## config.mk

```make
export PLATFORM = sky130hd
export DESIGN_NAME = id_ex_hazard_ctrl_flat
export DESIGN_NICKNAME = d
export VERILOG_FILES = /design/src/rtl/id_ex_hazard_ctrl_if.sv /design/src/rtl/id_ex_hazard_ctrl.sv /design/src/flat_wrapper.sv
export SDC_FILE = /design/constraint.sdc
export NUM_CORES = 1
export LEC_CHECK = 0
export ABC_CLOCK_PERIOD_IN_PS = 2950
export CORE_MARGIN = 3
export CORE_UTILIZATION = 47
export CTS_CLUSTER_SIZE = 14
export DETAILED_ROUTE_END_ITERATION = 10
export GPL_TIMING_DRIVEN = 0
export PLACE_DENSITY = 0.79
export RECOVER_POWER = 25
export SETUP_SLACK_MARGIN = 0.3
export SYNTH_ARGS = -nofsm -noshare
export SYNTH_HDL_FRONTEND = slang
export SYNTH_SLANG_ARGS = --single-unit
```

## constraint.sdc

```tcl
create_clock -name clk -period 2.95 [get_ports clk]
set_clock_uncertainty 0.1 [all_clocks]
set_input_delay 0.885 -clock clk [delete_from_list [all_inputs] [get_ports clk]]
set_output_delay 0.885 -clock clk [all_outputs]
set_load 0.05 [all_outputs]
```

## src/rtl/id_ex_hazard_ctrl_if.sv

```systemverilog
// Hazard-control bus between the pipeline datapath (master) and the hazard controller (slave).
interface id_ex_hazard_ctrl_if #(
    parameter int unsigned CNT_WIDTH = 16
);
    // ID / EX stage information supplied by the datapath
    logic [4:0]           rsId;
    logic [4:0]           rtId;
    logic                 useRsId;
    logic                 useRtId;
    logic [4:0]           rWEx;
    logic                 memReadEx;
    logic                 mdStartEx;
    logic                 branchTakenEx;

    // Pipeline register controls returned by the controller
    logic                 pcWrite;
    logic                 ifIdWrite;
    logic                 ifIdFlush;
    logic                 idExWrite;
    logic                 idExFlush;
    logic                 mdBusy;
    logic                 mdDone;
    logic [CNT_WIDTH-1:0] stallCount;
    logic [CNT_WIDTH-1:0] flushCount;

    modport master (
        output rsId, rtId, useRsId, useRtId, rWEx, memReadEx, mdStartEx, branchTakenEx,
        input  pcWrite, ifIdWrite, ifIdFlush, idExWrite, idExFlush, mdBusy, mdDone,
        input  stallCount, flushCount
    );

    modport slave (
        input  rsId, rtId, useRsId, useRtId, rWEx, memReadEx, mdStartEx, branchTakenEx,
        output pcWrite, ifIdWrite, ifIdFlush, idExWrite, idExFlush, mdBusy, mdDone,
        output stallCount, flushCount
    );
endinterface

```

## src/rtl/id_ex_hazard_ctrl.sv

```systemverilog
// ID/EX hazard controller: load-use bubble, mul/div front-end freeze, branch flush,
// and saturating stall/flush performance counters. Outputs are combinational.
module id_ex_hazard_ctrl #(
    parameter int unsigned MD_LATENCY = 4,
    parameter int unsigned CNT_WIDTH  = 16
) (
    input logic               clk,
    input logic               reset,
    id_ex_hazard_ctrl_if.slave bus
);
    localparam int unsigned MdCntW = $clog2(MD_LATENCY);

    typedef enum logic [0:0] {StRun, StMdBusy} state_e;

    state_e               state_q, state_d;
    logic [MdCntW-1:0]    md_cnt_q, md_cnt_d;
    logic [CNT_WIDTH-1:0] stall_cnt_q, flush_cnt_q;
    logic                 stall_inc, flush_inc;
    logic                 load_use;

    logic pc_write, if_id_write, if_id_flush, id_ex_write, id_ex_flush, md_busy, md_done;

    // Register 0 is hardwired zero, so a load targeting it never creates a hazard.
    assign load_use = bus.memReadEx && (bus.rWEx != 5'd0) &&
                      ((bus.useRsId && (bus.rsId == bus.rWEx)) ||
                       (bus.useRtId && (bus.rtId == bus.rWEx)));

    // Next-state, counter-increment and pipeline-control decode.
    always_comb begin
        pc_write    = 1'b1;
        if_id_write = 1'b1;
        if_id_flush = 1'b0;
        id_ex_write = 1'b1;
        id_ex_flush = 1'b0;
        md_busy     = 1'b0;
        md_done     = 1'b0;
        state_d     = state_q;
        md_cnt_d    = md_cnt_q;
        stall_inc   = 1'b0;
        flush_inc   = 1'b0;

        if (reset) begin
            // Flush both pipeline registers while reset is held.
            if_id_flush = 1'b1;
            id_ex_flush = 1'b1;
            state_d     = StRun;
            md_cnt_d    = '0;
        end else begin
            unique case (state_q)
                StRun: begin
                    if (bus.branchTakenEx) begin
                        if_id_flush = 1'b1;
                        id_ex_flush = 1'b1;
                        flush_inc   = 1'b1;
                    end else if (bus.mdStartEx) begin
                        pc_write    = 1'b0;
                        if_id_write = 1'b0;
                        id_ex_write = 1'b0;
                        state_d     = StMdBusy;
                        md_cnt_d    = MdCntW'(MD_LATENCY - 1);
                        stall_inc   = 1'b1;
                    end else if (load_use) begin
                        // Hold PC and IF/ID, push one bubble into ID/EX.
                        pc_write    = 1'b0;
                        if_id_write = 1'b0;
                        id_ex_flush = 1'b1;
                        stall_inc   = 1'b1;
                    end
                end
                StMdBusy: begin
                    // EX holds the mul/div, so branch and load-use inputs are meaningless here.
                    md_busy = 1'b1;
                    if (md_cnt_q > MdCntW'(1)) begin
                        pc_write    = 1'b0;
                        if_id_write = 1'b0;
                        id_ex_write = 1'b0;
                        md_cnt_d    = md_cnt_q - MdCntW'(1);
                        stall_inc   = 1'b1;
                    end else begin
                        md_done  = 1'b1;
                        state_d  = StRun;
                        md_cnt_d = '0;
                    end
                end
                default: state_d = StRun;
            endcase
        end
    end

    // State, mul/div countdown and saturating performance counters.
    always_ff @(posedge clk) begin
        if (reset) begin
            state_q     <= StRun;
            md_cnt_q    <= '0;
            stall_cnt_q <= '0;
            flush_cnt_q <= '0;
        end else begin
            state_q  <= state_d;
            md_cnt_q <= md_cnt_d;
            if (stall_inc && (stall_cnt_q != '1)) begin
                stall_cnt_q <= stall_cnt_q + 1'b1;
            end
            if (flush_inc && (flush_cnt_q != '1)) begin
                flush_cnt_q <= flush_cnt_q + 1'b1;
            end
        end
    end

    assign bus.pcWrite    = pc_write;
    assign bus.ifIdWrite  = if_id_write;
    assign bus.ifIdFlush  = if_id_flush;
    assign bus.idExWrite  = id_ex_write;
    assign bus.idExFlush  = id_ex_flush;
    assign bus.mdBusy     = md_busy;
    assign bus.mdDone     = md_done;
    assign bus.stallCount = stall_cnt_q;
    assign bus.flushCount = flush_cnt_q;
endmodule

```

## src/flat_wrapper.sv

```systemverilog
// flat-port wrapper written by rule: the top's interface ports become plain ports
module id_ex_hazard_ctrl_flat 
#(
    parameter int unsigned MD_LATENCY = 4,
    parameter int unsigned CNT_WIDTH  = 16
)
  (clk, reset, bus_rsId, bus_rtId, bus_useRsId, bus_useRtId, bus_rWEx, bus_memReadEx, bus_mdStartEx, bus_branchTakenEx, bus_pcWrite, bus_ifIdWrite, bus_ifIdFlush, bus_idExWrite, bus_idExFlush, bus_mdBusy, bus_mdDone, bus_stallCount, bus_flushCount);
  id_ex_hazard_ctrl_if #(.CNT_WIDTH(CNT_WIDTH)) bus_i ();
  input logic clk;
  input logic reset;
  input wire logic [$bits(bus_i.rsId)-1:0] bus_rsId;
  input wire logic [$bits(bus_i.rtId)-1:0] bus_rtId;
  input wire logic [$bits(bus_i.useRsId)-1:0] bus_useRsId;
  input wire logic [$bits(bus_i.useRtId)-1:0] bus_useRtId;
  input wire logic [$bits(bus_i.rWEx)-1:0] bus_rWEx;
  input wire logic [$bits(bus_i.memReadEx)-1:0] bus_memReadEx;
  input wire logic [$bits(bus_i.mdStartEx)-1:0] bus_mdStartEx;
  input wire logic [$bits(bus_i.branchTakenEx)-1:0] bus_branchTakenEx;
  output wire logic [$bits(bus_i.pcWrite)-1:0] bus_pcWrite;
  output wire logic [$bits(bus_i.ifIdWrite)-1:0] bus_ifIdWrite;
  output wire logic [$bits(bus_i.ifIdFlush)-1:0] bus_ifIdFlush;
  output wire logic [$bits(bus_i.idExWrite)-1:0] bus_idExWrite;
  output wire logic [$bits(bus_i.idExFlush)-1:0] bus_idExFlush;
  output wire logic [$bits(bus_i.mdBusy)-1:0] bus_mdBusy;
  output wire logic [$bits(bus_i.mdDone)-1:0] bus_mdDone;
  output wire logic [$bits(bus_i.stallCount)-1:0] bus_stallCount;
  output wire logic [$bits(bus_i.flushCount)-1:0] bus_flushCount;
  assign bus_i.rsId = bus_rsId;
  assign bus_i.rtId = bus_rtId;
  assign bus_i.useRsId = bus_useRsId;
  assign bus_i.useRtId = bus_useRtId;
  assign bus_i.rWEx = bus_rWEx;
  assign bus_i.memReadEx = bus_memReadEx;
  assign bus_i.mdStartEx = bus_mdStartEx;
  assign bus_i.branchTakenEx = bus_branchTakenEx;
  assign bus_pcWrite = bus_i.pcWrite;
  assign bus_ifIdWrite = bus_i.ifIdWrite;
  assign bus_ifIdFlush = bus_i.ifIdFlush;
  assign bus_idExWrite = bus_i.idExWrite;
  assign bus_idExFlush = bus_i.idExFlush;
  assign bus_mdBusy = bus_i.mdBusy;
  assign bus_mdDone = bus_i.mdDone;
  assign bus_stallCount = bus_i.stallCount;
  assign bus_flushCount = bus_i.flushCount;
  id_ex_hazard_ctrl #(.MD_LATENCY(MD_LATENCY), .CNT_WIDTH(CNT_WIDTH)) u_core (.clk(clk), .reset(reset), .bus(bus_i));
endmodule
```

Word-level counts from Yosys, hierarchy flattened
Index checks and enable logic that the tools add are counted.

Flip-flop bits (word level): 35. Input bits: 22. Output and inout port bits: 39.

$add $sub $neg: 3. $lt $le $gt $ge: 1. Equality and inequality tests: 6. Muxes and demuxes: 35. Bitwise operators: 1. Reductions and logical operators: 9.

Operators with widths (number): $add 16x1->16 const B (2); $ne 16x16->1 const B (2); $mux 1 (27); $eq 5x5->1 (2); $pmux 1 s2 (4); $logic_and 1x1->1 (6); $mux 2 (3); $reduce_bool 5->1 (1); $ne 2x2->1 const B (2); $pmux 2 s2 (1); $gt 2x1->1 const B (1); $reduce_and 2->1 (1); $sub 2x1->2 const B (1); $logic_or 1x1->1 (1); $not 1->1 (1).

Logic depth before layout (Yosys ltp)
Depth in word-level cells: 10. Mapped depth: 6. Gate-level depth less buffers: 6.

Least setup slack after synthesis
OpenSTA, ideal clock, no wires.

Path kind: input-to-output. Start point: input port reset. End point: output port bus_mdDone. Data arrival time: 2.505 ns. Required time: 1.965 ns. Slack: -0.540 ns. Cell stages on the path: 4. Buffers on the path: 3. Path through: clkbuf_2 > clkbuf_1 > clkbuf_1 > nor3_1.

Longest elaborated chain between the ends: 1.

RTL lines: from (decl) (RTL line flat_wrapper.sv:10) `input logic reset;`; $mux 1 (RTL line id_ex_hazard_ctrl.sv:42) `if (reset) begin`; to (decl) (RTL line flat_wrapper.sv:25) `output wire logic [$bits(bus_i.mdDone)-1:0] bus_mdDone;`.

No other way between the ends.

Worst setup path after layout
Start point: input port bus_rsId[1]. End point: output port bus_pcWrite.

Longest elaborated chain between the ends: 9.

RTL lines: from (decl) (RTL line flat_wrapper.sv:11) `input wire logic [$bits(bus_i.rsId)-1:0] bus_rsId;`; $eq 5x5->1 (RTL line id_ex_hazard_ctrl.sv:25) `((bus.useRsId && (bus.rsId == bus.rWEx)) ||`; $logic_and 1x1->1 (RTL line id_ex_hazard_ctrl.sv:25); $logic_or 1x1->1 (RTL line id_ex_hazard_ctrl.sv:25); $logic_and 1x1->1 (RTL line id_ex_hazard_ctrl.sv:24) `assign load_use = bus.memReadEx && (bus.rWEx != 5'd0) &&`; $mux 1 (RTL line id_ex_hazard_ctrl.sv:62) `end else if (load_use) begin`; $mux 1 (RTL line id_ex_hazard_ctrl.sv:55) `end else if (bus.mdStartEx) begin`; $mux 1 (RTL line id_ex_hazard_ctrl.sv:51) `if (bus.branchTakenEx) begin`; $pmux 1 s2 (RTL line id_ex_hazard_ctrl.sv:49) `unique case (state_q)`; $mux 1 (RTL line id_ex_hazard_ctrl.sv:42); to (decl) (RTL line flat_wrapper.sv:19) `output wire logic [$bits(bus_i.pcWrite)-1:0] bus_pcWrite;`.

No other way between the ends.

==> results.yml <==
status:
  result_of_the_run: "finished, violations left"
  violations_in_the_final_reports: "setup timing"
yosys:
  synth_cell_types: 54
  yosys.area_share.xor_xnor_pct: 10.2
  synth_top_flop_cell: "dfxtp_1"
  multiplexer_area_fraction_after_synthesis_pct: 8.31
  sequential_cell_area_fraction_in_the_yosys_report_pct: 34.0
  postSynthNetCount: 256
  postSynth.asyncResetShare_pct: 0
  post_synth.cell_area_avg_sq_um: 8.89
  syn-cell-area_sq_um: 2060
  synth_top_family_by_area: "simple AND/OR/NAND/NOR gates"
  synth_fa_ha_area_share_pct: 1.21
  synthesis.instances: 232
  synthesis.yosys.warnings: 0
  synth_seq_cells: 35
  synth_enable_flop_cells: 0
  complex_gate_fraction_of_the_synthesized_area_pct: 12.6
  yosys.area_share.simple_pct: 30.6
cells_and_area:
  final-instance-count-excl-fill: 366
  num-fill-cells: 331
  area_delta_synth_final_pct: 46.7
  diodes: 0
  postLayoutCoreUtil_pct: 73.5
  finalNetCount: 339
  layout-drive-gt1-share_pct: 20.3
floorplanning:
  pin_count: 61
  rows: 23
  fp.dieArea_sq_um: 5220
  die_w_um: 72.2
  initial_utilization_pct: 50.1
  core_region_area_sq_um: 4120
  die-height_um: 72.2
power:
  power.density_nw_per_um2: 361
  power.sequential.fraction_pct: 45.2
  power_leakage_uw: 0.00116
  power.share.clock_pct: 35.2
  part_of_the_total_power_dissipated_in_combinational_logic_pct: 19.6
  p_int_uw: 790
  power_switching_share_pct: 27.6
  max-vdd-ir-drop_mv: 0.356
  net_switching_power_uw: 301
clock_tree:
  cts.sink_count: 35
  clk_pin_slew_ps: 70
  cts_tree: "done"
  ctsRootBufferMaster: "clkbuf_8"
  cts_max_path_buffers: 2
  cts_buffers: 5
  cts.htree.levels: 2
  clk_latency_ps: 290
  post_cts_hold_buffer_count: 0
sta:
  finalHoldViolations: 0
  timing.fmax_mhz: 320
  final_critical_path_setup_slack_ps: -179
  final.period_utilization_pct: 106
  setup_viol_count_final: 3
  rsz0062_at_grt: "yes"
  timing.max_slew.rel_slack_pct: 59.3
  post-route-min-period_ps: 3130
  tightestPinTransition_ps: 604
  maxSlewViolCount: 0
  holdWs_ps: 415
setup_path:
  nature_of_the_critical_path_startpoint: "input port"
  crit_path_max_fanout: 2
  startpoint_of_the_lowest_slack_register_to_register_path: "u_core.bus.stallCount[0]"
  critPathRequiredTime_ps: 1970
  worst_setup_path_startpoint: "bus_rsId[1]"
  timing.setup.critical_path_class: "input port to output port"
  crit_path_end: "bus_pcWrite"
  end_kind: "output port"
  cp.arrival_ps: 2140
  timing.reg2reg.setup_slack_ps: 680
  r2r_cells: 6
  r2r-end: "u_core.bus.stallCount[14]"
global_routing:
  grt_pass1_vias: 1866
  grt_use_total_pct: 21.0
  antenna_violations_before_repair: 0
  grt_use_met3_pct: 4.99
  global_route.usage.met1_pct: 28.4
  grt_first_pass_wirelength_mm: 8.78
  grt.overflow.total: 0
  grt_most_used_layer: "met2"
  global_route_met2_usage_pct: 33.1
  grt_max_degree: 11
detailed_routing:
  drc_errors: 0
  ant_nets: 0
  drtPass1Iterations: 4
  total_via_count_after_detailed_routing: 1997
  postRouteWirelength_mm: 5.45
  detail_route.iter0.violations: 92
  drt-wirelength-per-cell_um: 14.9
  viasPerCell: 5.46
place:
  io_buffer_count: 59
  detailed_place_hpwl_mm: 3.91
  rd_place_congestion: 0.843
  place.detailed.instances: 341
min_path:
  worstHoldPathType: "flop to flop"
flow_run:
  max_cap_violations: 0
==> worst min path at each step <==
stage	from	cells past startpoint	end
after detailed placement	u_core.bus.stallCount[15]	1	u_core.bus.stallCount[15]
after global routing	u_core.bus.stallCount[15]	1	u_core.bus.stallCount[15]
after CTS	u_core.bus.stallCount[15]	1	u_core.bus.stallCount[15]
final	u_core.bus.stallCount[0]	1	u_core.bus.stallCount[0]
after floorplan	u_core.md_cnt_q[0]	2	u_core.md_cnt_q[0]
after global placement	u_core.bus.stallCount[15]	1	u_core.bus.stallCount[15]
==> power groups by stage <==
stage | clock [uW] | combinational, uW | sequential [uW]
2_1_floorplan | 0 | 100 | 521
3_3_place_gp | 0 | 188 | 503
3_5_place_dp | 0 | 189 | 504
4_1_cts | 391 | 210 | 493
5_1_grt | 411 | 227 | 495
6_report | 385 | 214 | 494
==> synth_stat cells (3+ instances only) <==
cell | n | area [sq um]
xnor2_1 | 21 | 184
clkbuf_1 | 3 | 11.3
nor2b_1 | 8 | 50.1
and2_1 | 4 | 25.0
nor2_1 | 27 | 101
mux2i_1 | 10 | 100
nand4_1 | 16 | 100
nor3_1 | 5 | 25.0
dfxtp_1 | 35 | 701
and3_1 | 4 | 25.0
xor2_1 | 3 | 26.3
or3_1 | 3 | 18.8
a21oi_1 | 9 | 45.0
mux2_1 | 5 | 56.3
inv_1 | 7 | 26.3
nand2_1 | 19 | 71.3
nand3_1 | 10 | 50.1
==> registers in the layout, summed over array words and instances (netlist names) <==
signal,flops
u_core.bus.stallCount,16
u_core.bus.flushCount,16
u_core.md_cnt_q,2
u_core.state_q,1
==> logic make-up after synthesis <==
family	Yosys count
and+or+nand+nor	112
DFF	35
AOI/OAI and AO/OA	28
xor gates and xnor gates	24
muxes	16
buffers and inverters	15
adders and majority gates	2
==> area by class of cell <==
| cell class | count | area [sq um] | area share, % |
|---|---|---|---|
| multi-input cells | 182 | 1350 | 44.5 |
| inverters | 8 | 35.0 | 1.16 |
| flip-flops and latches | 35 | 701 | 23.2 |
| clock buffers | 8 | 100 | 3.31 |
| well taps | 50 | 62.6 | 2.07 |
| repair buffers | 76 | 688 | 22.7 |
| plain buffers | 7 | 91.3 | 3.02 |
==> cells in the final DEF (no fill, tap or decap), types with 8 or more instances in the layout <==
cell,count
clkdlybuf4s50_1,33
dfxtp_1,35
a21oi_1,9
nor2b_1,8
clkbuf_8,8
nand4_1,16
mux2i_1,9
xnor2_1,21
nor2_1,25
buf_4,17
nand3_1,10
nand2_1,18
==> stage by stage <==
step                TNS [ps]  cell area [sq um]  setup WS, ps  power [uW]
CTS                     -516               3030          -189        1090
global placement       -6390               2780         -1270         691
global route            -635               3030          -252        1130
finish                  -503               3030          -179        1090
detailed placement     -6890               2780         -1310         693
floorplan              -94.4               2120         -94.4         622
==> repair_timing <==
item | 4_1_cts | 5_1_grt
pin swaps | 19 | 12
buffers inserted | 10 | 7
resized for setup | 110 | 9
endpoints found under the setup margin | 21 | 6
==> per-layer routing <==
metal	part of all wire, %	vias up	routed length (um)
met2	47	57	2560
met3	6.2	5	337
li1	-	1001	-
met1	46	934	2480
met5	0	-	0
met4	1.3	0	69
==> worst max-delay path, stage by stage <==
cell             delay (ps)
clkdlybuf4s15_1         190
xnor2_1                 170
nand4_1                 140
o22ai_2                 210
nand2_1                  90
a21o_4                  210
buf_8                   110
buf_8                   140
No activity file was read; power rests on OpenSTA's default activity.
